## config.mk

```make
export PLATFORM = sky130hd
export DESIGN_NAME = instruction_memory_param_flat
export DESIGN_NICKNAME = d
export VERILOG_FILES = /design/src/rtl/instruction_memory_param_pkg.sv /design/src/rtl/instruction_memory_param_if.sv /design/src/rtl/instruction_memory_param_boot_program_rom.sv /design/src/rtl/instruction_memory_param.sv /design/src/flat_wrapper.sv
export SDC_FILE = /design/constraint.sdc
export NUM_CORES = 2
export LEC_CHECK = 0
export ABC_AREA = 1
export ABC_CLOCK_PERIOD_IN_PS = 15900
export CORE_ASPECT_RATIO = 0.8
export CORE_MARGIN = 1
export CORE_UTILIZATION = 45
export DETAILED_ROUTE_END_ITERATION = 8
export DONT_BUFFER_PORTS = 1
export PLACE_DENSITY_LB_ADDON = 0.05
export SYNTH_ARGS = -nofsm -noshare
export SYNTH_HDL_FRONTEND = slang
export SYNTH_SLANG_ARGS = --single-unit
export TNS_END_PERCENT = 30
```

## constraint.sdc

```tcl
create_clock -name clock -period 15.9 [get_ports clock]
set_input_delay 1.59 -clock clock [delete_from_list [all_inputs] [get_ports clock]]
set_output_delay 1.59 -clock clock [all_outputs]
set_load 0.02 [all_outputs]
```

## src/rtl/instruction_memory_param_pkg.sv

```systemverilog
// ISA constants and shared types for the instruction memory.
// Contents: default word width, 5-bit opcode constants, HLT word, memory FSM state type.
// Opcode sits in the top five bits of an instruction word; HLT is the opcode with all-zero operands.
package instruction_memory_param_pkg;

  localparam int DATA_W_DEF = 32;
  localparam int OPC_W      = 5;

  localparam logic [OPC_W-1:0] OP_HLT = 5'd18;
  localparam logic [OPC_W-1:0] OP_OUT = 5'd20;
  localparam logic [OPC_W-1:0] OP_ADD = 5'd24;
  localparam logic [OPC_W-1:0] OP_LI  = 5'd25;
  localparam logic [OPC_W-1:0] OP_SW  = 5'd26;

  localparam logic [DATA_W_DEF-1:0] HLT_WORD = {OP_HLT, {(DATA_W_DEF-OPC_W){1'b0}}};

  typedef enum logic {
    ST_INIT = 1'b0,
    ST_RUN  = 1'b1
  } state_t;

endpackage

```

## src/rtl/instruction_memory_param_if.sv

```systemverilog
// Fetch and load bus between the PC/fetch logic plus host loader (master) and the memory (slave).
// Fetch: fetch_en/fetch_addr in; instr/instr_valid/addr_fault/mem_ready out.
// Load: load_valid/load_addr/load_data in; load_ready/load_err out.
interface instruction_memory_param_if #(
  parameter int ADDR_W = 10,
  parameter int DATA_W = 32
);
  logic              fetch_en;
  logic [ADDR_W-1:0] fetch_addr;
  logic [DATA_W-1:0] instr;
  logic              instr_valid;
  logic              addr_fault;
  logic              mem_ready;
  logic              load_valid;
  logic [ADDR_W-1:0] load_addr;
  logic [DATA_W-1:0] load_data;
  logic              load_ready;
  logic              load_err;

  modport master (
    output fetch_en, fetch_addr, load_valid, load_addr, load_data,
    input  instr, instr_valid, addr_fault, mem_ready, load_ready, load_err
  );

  modport slave (
    input  fetch_en, fetch_addr, load_valid, load_addr, load_data,
    output instr, instr_valid, addr_fault, mem_ready, load_ready, load_err
  );
endinterface

```

## src/rtl/instruction_memory_param_boot_program_rom.sv

```systemverilog
// Built-in boot program: combinational word index -> instruction word, HLT past the end.
// Ports: idx_i (word index), word_o (instruction word). Zero latency.
// Only instantiated when BOOT_PROGRAM_EN is defined.
module boot_program_rom
  import instruction_memory_param_pkg::*;
#(
  parameter int DATA_W = DATA_W_DEF,
  parameter int ADDR_W = 10
) (
  input  logic [ADDR_W-1:0] idx_i,
  output logic [DATA_W-1:0] word_o
);

  localparam int BOOT_LEN = 6;

  // Layout: opcode in the top 5 bits, rd in the next 5, 16-bit immediate in the low bits.
  function automatic logic [DATA_W-1:0] enc(input logic [4:0] op, input logic [4:0] rd,
                                            input logic [15:0] imm);
    logic [DATA_W-1:0] w;
    w              = '0;
    w[DATA_W-1 -: 5] = op;
    w[DATA_W-6 -: 5] = rd;
    w[15:0]        = imm;
    return w;
  endfunction

  always_comb begin
    word_o = enc(OP_HLT, 5'd0, 16'd0);
    if (idx_i < ADDR_W'(BOOT_LEN)) begin
      case (idx_i)
        ADDR_W'(0): word_o = enc(OP_LI,  5'd1, 16'h0005);  // r1 = 5
        ADDR_W'(1): word_o = enc(OP_LI,  5'd2, 16'h0007);  // r2 = 7
        ADDR_W'(2): word_o = enc(OP_ADD, 5'd3, 16'h0102);  // r3 = r1 + r2
        ADDR_W'(3): word_o = enc(OP_OUT, 5'd3, 16'h0000);  // out r3
        ADDR_W'(4): word_o = enc(OP_SW,  5'd3, 16'h0020);  // mem[0x20] = r3
        default:    word_o = enc(OP_HLT, 5'd0, 16'd0);
      endcase
    end
  end

endmodule

```

## src/rtl/instruction_memory_param.sv

```systemverilog
// Instruction memory: DEPTH words, registered 1-cycle fetch, valid/ready load port, init sweep.
// Ports: clock, reset (sync, active-high), bus (slave modport: fetch + load channels).
// Optional BOOT_PROGRAM_EN: sweep writes the boot program instead of all-HLT.
module instruction_memory_param
  import instruction_memory_param_pkg::*;
#(
  parameter int DATA_W = DATA_W_DEF,
  parameter int ADDR_W = 10,
  parameter int DEPTH  = 64
) (
  input  logic                       clock,
  input  logic                       reset,
  instruction_memory_param_if.slave  bus
);

  localparam int                IDX_W    = (DEPTH > 1) ? $clog2(DEPTH) : 1;
  localparam logic [ADDR_W:0]   DEPTH_X  = (ADDR_W+1)'(DEPTH);
  localparam logic [IDX_W-1:0]  LAST_IDX = IDX_W'(DEPTH-1);
  localparam logic [DATA_W-1:0] HLT_W    = {OP_HLT, {(DATA_W-OPC_W){1'b0}}};

  state_t            state_q, state_d;
  logic [IDX_W-1:0]  cnt_q, cnt_d;
  logic [DATA_W-1:0] mem_q [DEPTH-1:0];

  logic [DATA_W-1:0] instr_q, instr_d;
  logic              valid_q, valid_d;
  logic              fault_q, fault_d;
  logic              lerr_q,  lerr_d;

  logic              run;
  logic              fetch_oob;
  logic              load_oob;
  logic              load_acc;
  logic              wr_en;
  logic [IDX_W-1:0]  wr_idx;
  logic [DATA_W-1:0] wr_dat;
  logic [DATA_W-1:0] fill_word;

`ifdef BOOT_PROGRAM_EN
  boot_program_rom #(
    .DATA_W (DATA_W),
    .ADDR_W (ADDR_W)
  ) u_boot_rom (
    .idx_i  (ADDR_W'(cnt_q)),
    .word_o (fill_word)
  );
`else
  assign fill_word = HLT_W;
`endif

  // Range checks use one extra bit so DEPTH == 2**ADDR_W compares correctly.
  assign fetch_oob = {1'b0, bus.fetch_addr} >= DEPTH_X;
  assign load_oob  = {1'b0, bus.load_addr}  >= DEPTH_X;

  // State register
  always_ff @(posedge clock) begin
    if (reset) begin
      state_q <= ST_INIT;
      cnt_q   <= '0;
    end else begin
      state_q <= state_d;
      cnt_q   <= cnt_d;
    end
  end

  // Next-state: sweep DEPTH words, then stay in RUN until reset
  always_comb begin
    state_d = state_q;
    cnt_d   = cnt_q;
    if (state_q == ST_INIT) begin
      cnt_d = cnt_q + 1'b1;
      if (cnt_q == LAST_IDX) begin
        state_d = ST_RUN;
        cnt_d   = '0;
      end
    end
  end

  // Outputs and single write-port mux: sweep owns the port in INIT, loader in RUN
  always_comb begin
    run      = (state_q == ST_RUN);
    load_acc = run && bus.load_valid;
    wr_en    = 1'b0;
    wr_idx   = cnt_q;
    wr_dat   = fill_word;
    if (!run) begin
      wr_en = 1'b1;
    end else if (load_acc && !load_oob) begin
      wr_en  = 1'b1;
      wr_idx = bus.load_addr[IDX_W-1:0];
      wr_dat = bus.load_data;
    end
  end

  always_ff @(posedge clock) begin
    if (wr_en) begin
      mem_q[wr_idx] <= wr_dat;
    end
  end

  // Fetch result; the array is read with the pre-write contents, so a same-cycle
  // load to the fetched address returns the old word.
  always_comb begin
    instr_d = instr_q;
    valid_d = 1'b0;
    fault_d = 1'b0;
    lerr_d  = load_acc && load_oob;
    if (run && bus.fetch_en) begin
      valid_d = 1'b1;
      fault_d = fetch_oob;
      instr_d = fetch_oob ? HLT_W : mem_q[bus.fetch_addr[IDX_W-1:0]];
    end
  end

  always_ff @(posedge clock) begin
    if (reset) begin
      instr_q <= '0;
      valid_q <= 1'b0;
      fault_q <= 1'b0;
      lerr_q  <= 1'b0;
    end else begin
      instr_q <= instr_d;
      valid_q <= valid_d;
      fault_q <= fault_d;
      lerr_q  <= lerr_d;
    end
  end

  assign bus.instr       = instr_q;
  assign bus.instr_valid = valid_q;
  assign bus.addr_fault  = fault_q;
  assign bus.mem_ready   = run;
  assign bus.load_ready  = run;
  assign bus.load_err    = lerr_q;

endmodule

```

## src/flat_wrapper.sv

```systemverilog
// flat-port wrapper written by rule: the top's interface ports become plain ports
module instruction_memory_param_flat import instruction_memory_param_pkg::*;
#(
  parameter int DATA_W = DATA_W_DEF,
  parameter int ADDR_W = 10,
  parameter int DEPTH  = 64
)
  (clock, reset, bus_fetch_en, bus_fetch_addr, bus_load_valid, bus_load_addr, bus_load_data, bus_instr, bus_instr_valid, bus_addr_fault, bus_mem_ready, bus_load_ready, bus_load_err);
  instruction_memory_param_if #(.ADDR_W(ADDR_W), .DATA_W(DATA_W)) bus_i ();
  input  logic clock;
  input  logic reset;
  input wire logic [$bits(bus_i.fetch_en)-1:0] bus_fetch_en;
  input wire logic [$bits(bus_i.fetch_addr)-1:0] bus_fetch_addr;
  input wire logic [$bits(bus_i.load_valid)-1:0] bus_load_valid;
  input wire logic [$bits(bus_i.load_addr)-1:0] bus_load_addr;
  input wire logic [$bits(bus_i.load_data)-1:0] bus_load_data;
  output wire logic [$bits(bus_i.instr)-1:0] bus_instr;
  output wire logic [$bits(bus_i.instr_valid)-1:0] bus_instr_valid;
  output wire logic [$bits(bus_i.addr_fault)-1:0] bus_addr_fault;
  output wire logic [$bits(bus_i.mem_ready)-1:0] bus_mem_ready;
  output wire logic [$bits(bus_i.load_ready)-1:0] bus_load_ready;
  output wire logic [$bits(bus_i.load_err)-1:0] bus_load_err;
  assign bus_i.fetch_en = bus_fetch_en;
  assign bus_i.fetch_addr = bus_fetch_addr;
  assign bus_i.load_valid = bus_load_valid;
  assign bus_i.load_addr = bus_load_addr;
  assign bus_i.load_data = bus_load_data;
  assign bus_instr = bus_i.instr;
  assign bus_instr_valid = bus_i.instr_valid;
  assign bus_addr_fault = bus_i.addr_fault;
  assign bus_mem_ready = bus_i.mem_ready;
  assign bus_load_ready = bus_i.load_ready;
  assign bus_load_err = bus_i.load_err;
  instruction_memory_param #(.DATA_W(DATA_W), .ADDR_W(ADDR_W), .DEPTH(DEPTH)) u_core (.clock(clock), .reset(reset), .bus(bus_i));
endmodule
```

-- Word-level counts from Yosys, hierarchy flattened
Memories as Yosys holds them, arrays and structs flattened.
Index checks and enable logic that the tools add are counted.
- memories: 1
- output and inout bits: 37
- flip-flop bits (word level): 42
- input bits: 56
- RAM bits: 2048
- memories (memory ; words ; width ; read ports ; clocked after Yosys merged registers in ; wr ports ; RTL line ; source):
    u_core.mem_q ; 64 ; 32 ; 1 ; 0 ; 1 ; instruction_memory_param.sv:23 ; logic [DATA_W-1:0] mem_q [DEPTH-1:0];
- reduce and logical (&&, ||, !) cells: 6
- $lt $le $gt $ge: 2
- equal/unequal tests: 1
- add/sub/neg operators: 1
- bitwise gates (word level): 1
- multiplexer cells: 13
- operator list (operator ; count):
    two-way mux 32 bit ; 3
    >= comparator 10 x 7 -> 1 bit, second input constant ; 2
    two-way mux 6 bit ; 3
    two-way mux 1 bit ; 7
    adder 6 x 1 -> 6 bit, second input constant ; 1
    equality test 6 bit, second input constant ; 1
    logical AND 1 bit ; 4
    OR reduction 2 bit ; 1
    zero test 1 bit ; 1
    NOT 1 bit ; 1

-- Longest topological paths before layout
- depth after elaboration: 7
- gate-level depth with buffers: 14
- depth with buffers taken out: 11

-- Worst setup path after synthesis
Ideal clock, no wire load.
- path type: input to register
- start: in bus_load_addr[7]
- end: mem u_core.mem_q[40][0], enable pin
- slack: 9.729 ns
- setup time: 0.502 ns
- data required time: 15.398 ns
- data arrival time: 5.669 ns
- path buffers: 1
- stages on the path: 8
- path through: nor2_1 nand2_1 nor2_2 inv_2 buf_6 o21ai_2 inv_1 nor4_1
- longest elaborated chain between the ends: 7
- ends and longest elaborated chain (what ; RTL line ; source):
    from (decl) ; flat_wrapper.sv:15 ; input wire logic [$bits(bus_i.load_addr)-1:0] bus_load_addr;
    >= comparator 10 x 7 -> 1 bit * ; instruction_memory_param.sv:53 ; assign load_oob = {1'b0, bus.load_addr} >= DEPTH_X;
    zero test 1 bit * ; instruction_memory_param.sv:88 ; end else if (load_acc && !load_oob) begin
    logical AND 1 bit * ; instruction_memory_param.sv:88 ;
    two-way mux 1 bit ; instruction_memory_param.sv:88 ;
    two-way mux 1 bit ; instruction_memory_param.sv:86 ; if (!run) begin
    two-way mux 1 bit ; instruction_memory_param.sv:96 ; if (wr_en) begin
    two-way mux 1 bit (not written as such) ; instruction_memory_param.sv:97 ; mem_q[wr_idx] <= wr_dat;
    to (decl) ; instruction_memory_param.sv:23 ;
Every way passes the cells marked *; elsewhere a longest branch is shown, timed or not.

-- Final worst setup path
- start: in bus_fetch_addr[0]
- end: reg u_core.instr_q[8] (netlist: u_core.bus.instr[8])
- longest elaborated chain between the ends: 2
- ends and longest elaborated chain (what ; RTL line ; source):
    from (decl) ; flat_wrapper.sv:13 ; input wire logic [$bits(bus_i.fetch_addr)-1:0] bus_fetch_addr;
    memory read (64 x 32 bit) / >= comparator 10 x 7 -> 1 bit (equally long branches) ; - ;
    two-way mux 32 bit * ; instruction_memory_param.sv:111 ; instr_d = fetch_oob ? HLT_W : mem_q[bus.fetch_addr[IDX_W-1:0]];
    to (signal assigned) ; instruction_memory_param.sv:122 ; instr_q <= instr_d;
    to (decl) ; instruction_memory_param.sv:25 ; logic [DATA_W-1:0] instr_q, instr_d;
Marks and branches as above.
A chain may end at the register's enable or synchronous reset.

==> flow_metrics.tcl <==
set metrics [dict create \
    result_of_the_run "finished with violations" \
    violated_checks "max-slew violations" \
    first_global_vias 50253 \
    place.detailed.instances 9098 \
    detailedPlacementHpwl_mm 119 \
    dr_total_vias 54363 \
    clock_power_share 0.424 \
    crit_family "buffers and inverters" \
    top_cell_by_count_worst_path "sky130_fd_sc_hd__nand2_1" \
    die_h_um 388 \
    crit_required_ns 16.67 \
    max_cap_viol_count 0 \
    regToRegEndpoint "u_core.mem_q[17][13]" \
    worst-r2r-setup-slack_ns 11.32 \
    yosysUniqueCellTypes 27 \
    power.ir.vdd_worst_v 0.0000897 \
    power_frac_comb 0.037 \
    yosysWarnings 0 \
    drt_wl_total_mm 263 \
    avgViaCountPerCell 5.74 \
    placeableCoreArea_um2 185000 \
    grt_max_degree 1026 \
    timing.hold.worst_endpoint "u_core.cnt_q[5]" \
    finalSetupViolations 0 \
    route.detailed.wl_per_inst_um 27.7 \
    drt_drc_violations_left 0 \
    power.density_nw_per_um2 120 \
    clkTransAtPathRegs_ns 0.06 \
    setup_total_negative_slack_ns 0 \
    worst_setup_path_start_kind "primary input" \
    fp.dieW_um 485 \
    grt_first_pass_wirelength_mm 374 \
    tightestPinTransition_ns 4.41 \
    rows 141 \
    drive_above_1_share 0.0732 \
    reg2regPathDepth 10 \
    cts_htree_levels 4 \
    finalHoldViolations 0 \
    finalClockSkew_ns 0.0327 \
    post_cts_hold_buffer_count 0 \
    port_buffers 0 \
    gp_congestion 0.773 \
    synth.avg_cell_area_um2 12.0 \
    synthToLayoutAreaGrowth_pct 10.6 \
    timing.setup.critical_path_class "primary input to flop" \
    fmax_mhz 124 \
    buffers_and_inverters_on_the_worst_path 4 \
    finalCriticalPeriod_ns 8.08 \
    antenna_found_initial 8 \
    syn_nets 7051 \
    synth.ff_latch_count 2090 \
    cts_tree "built" \
    first_iter_violations 6601 \
    gr-total-overflow 0 \
    floorplan.initialDensity 0.454 \
    detail_route.first_pass.iterations 6 \
    switching_power_mw 2.37 \
    clock_sink_count 2090 \
    post_synth_inst_count 6994 \
    timing.slew.headroom -1.94 \
    setup_slack_ns 7.82 \
    floorplan.die_area_um2 188000 \
    numCtsBuffers 205 \
    power.leakage_nw 34.5 \
    maximum_fanout_along_the_worst_path 1025 \
    worst_path_largest_cell_delay_ns 1.95 \
    hp-start "u_core.cnt_q[5]" \
    cts_repair_resizes 0 \
    netlist_area_um2 83900 \
    worstReg2RegStart "u_core.bus.load_ready" \
    grt_usage 0.275 \
    ctsLongestPathBuffers 3 \
    holdPathStages 2 \
    final_min_period_over_clock_period 0.508 \
    timing.final.max_slew_violations 1217 \
    cp-end-kind "flop" \
    finalNonFillerCells 9475 \
    share_seq_of_total_power 0.539 \
    power.internal_mw 8.74 \
    cts_post_setup_buffers_inserted 0 \
    layout.nets 6931 \
    io_pins 93 \
    cell_breakdown_of_the_critical_path "inv_16 > buf_4 > buf_4 > buf_4 > nand2_1 > nand3_1 > nand3_1 > nand2_1 > nand2_1 > nand3_1 > nand3_1 > nand2_1 > nand2_1 > a21oi_1" \
    insertion_delay_ns 0.83 \
    slowest_stage_cell_on_the_critical_path "sky130_fd_sc_hd__inv_16" \
    p_sw_frac 0.213 \
    utilization 0.502 \
    rsz0062_at_grt "false" \
    dp_slack_ns 10.18 \
    postRouteAntennaNets 0 \
    worst-endpoint-arrival_ns 8.85 \
    clk_root_buffer_cell "sky130_fd_sc_hd__clkbuf_16" \
    hold_class "flop to flop" \
    yosysSeqAreaShare 0.743 \
]
==> per-stage QoR <==
step / power (mW) / hold WS (ns) / area (µm²)
4_1_cts: 11.2 / 0.491 / 92800
5_1_grt: 11.4 / 0.520 / 92800
3_3_place_gp: 6.51 / 0.459 / 86400
3_5_place_dp: 6.51 / 0.483 / 86400
2_1_floorplan: 6.43 / 0.452 / 83900
6_report: 11.1 / 0.490 / 92800
==> how the worst max path moves through the flow <==
stage / from / end / slack (ns) / cells after the start
final: bus_fetch_addr[0] / u_core.bus.instr[8] / 7.82 / 14
after CTS: bus_fetch_addr[0] / u_core.bus.instr[8] / 11.00 / 14
after detailed placement: bus_fetch_addr[0] / u_core.bus.instr[8] / 10.18 / 14
after global routing: bus_fetch_addr[0] / u_core.bus.instr[8] / 9.87 / 14
after floorplan: bus_load_addr[7] / u_core.mem_q[40][0] / 9.73 / 8
after global placement: bus_fetch_addr[0] / u_core.bus.instr[8] / 10.16 / 14
==> final cells by class <==
class / count / area [µm²]
fill: 16304 / 92100
multi-input combinational: 4386 / 19700
clock inverter: 96 / 701
sequential: 2090 / 62300
antenna: 5 / 12.5
timing repair buffer: 134 / 1030
inverter: 57 / 254
tap: 2431 / 3040
clock buffer: 276 / 5670
==> power by group through the flow <==
stage | sequential (mW) | combinational [mW] | clock [mW]
after floorplan | 6.11 | 0.324 | 0
after global placement | 6.11 | 0.403 | 0
after detailed placement | 6.11 | 0.403 | 0
after CTS | 5.99 | 0.405 | 4.78
after global routing | 5.99 | 0.439 | 4.99
final | 5.99 | 0.415 | 4.71
==> sequential cells by signal (all words and copies together) (netlist names) <==
| register | cells |
|---|---|
| u_core.bus.load_ready | 1 |
| u_core.cnt_q | 6 |
| u_core.bus.instr_valid | 1 |
| u_core.bus.addr_fault | 1 |
| u_core.bus.instr | 32 |
| u_core.mem_q | 2048 |
| u_core.bus.load_err | 1 |
==> cells in the mapped netlist, drive strengths merged <==
cell | number | share of area
clkinv | 1 | 0.000045
or2 | 3 | 0.00022
or4 | 1 | 0.000090
edfxtp | 2048 | 0.73
o21ai | 13 | 0.00095
nor2 | 103 | 0.0046
ha | 1 | 0.00015
buf | 357 | 0.022
nor4 | 8 | 0.00060
nand3 | 1925 | 0.11
inv | 56 | 0.0025
a221oi | 1 | 0.00010
clkbuf | 104 | 0.0047
nand2 | 2282 | 0.10
nand4 | 9 | 0.00067
dfxtp | 42 | 0.010
a211oi | 1 | 0.000090
nor3 | 4 | 0.00024
a21oi | 35 | 0.0021
==> kinds of logic (layout without fill, tap and decap cells) <==
logic type | Yosys count | after routing | share of synthesized area
simple gates | 4335 | 4335 | 0.223
flops | 2090 | 2090 | 0.743
buf+inv | 518 | 563 | 0.0297
compound gates | 50 | 50 | 0.00324
fa+ha+maj | 1 | 1 | 0.000149
other cells | 0 | 5 | 0
==> tightest hold or removal path, stage by stage (launching register included) <==
cell	delay, ns
sky130_fd_sc_hd__dfxtp_1	0.31
sky130_fd_sc_hd__o21ai_0	0.07
sky130_fd_sc_hd__a21oi_1	0.06
==> routing by layer <==
metal | GRT usage | wire length, µm | up-vias
li1 | - | - | 24609
met1 | 0.417 | 119000 | 27268
met2 | 0.420 | 119000 | 2188
met3 | 0.0398 | 19500 | 298
met4 | 0.0637 | 5660 | 0
met5 | 0 | 0 | -
==> layout by cell type, fill, tap and decap left out, types with 2 or more instances in the layout <==
master                      count
sky130_fd_sc_hd__a21oi_1       35
sky130_fd_sc_hd__clkinv_1      51
sky130_fd_sc_hd__nand3_1     1925
sky130_fd_sc_hd__nand4_1        9
sky130_fd_sc_hd__clkinv_2      30
sky130_fd_sc_hd__o21ai_0        7
sky130_fd_sc_hd__nor2_1        15
sky130_fd_sc_hd__clkbuf_16    212
sky130_fd_sc_hd__bufinv_16     10
sky130_fd_sc_hd__o21ai_2        4
sky130_fd_sc_hd__clkbuf_1      52
sky130_fd_sc_hd__clkbuf_8      12
sky130_fd_sc_hd__inv_8          2
sky130_fd_sc_hd__nor2_4        87
sky130_fd_sc_hd__diode_2        5
sky130_fd_sc_hd__dfxtp_1       42
sky130_fd_sc_hd__or2_2          3
sky130_fd_sc_hd__nand2_1     2281
sky130_fd_sc_hd__inv_1         49
sky130_fd_sc_hd__buf_12         2
sky130_fd_sc_hd__nor3_1         4
sky130_fd_sc_hd__edfxtp_1    2048
sky130_fd_sc_hd__o21ai_1        2
sky130_fd_sc_hd__inv_6          6
sky130_fd_sc_hd__buf_4        132
sky130_fd_sc_hd__nor4_2         8
(Power assumes the default switching activity.)
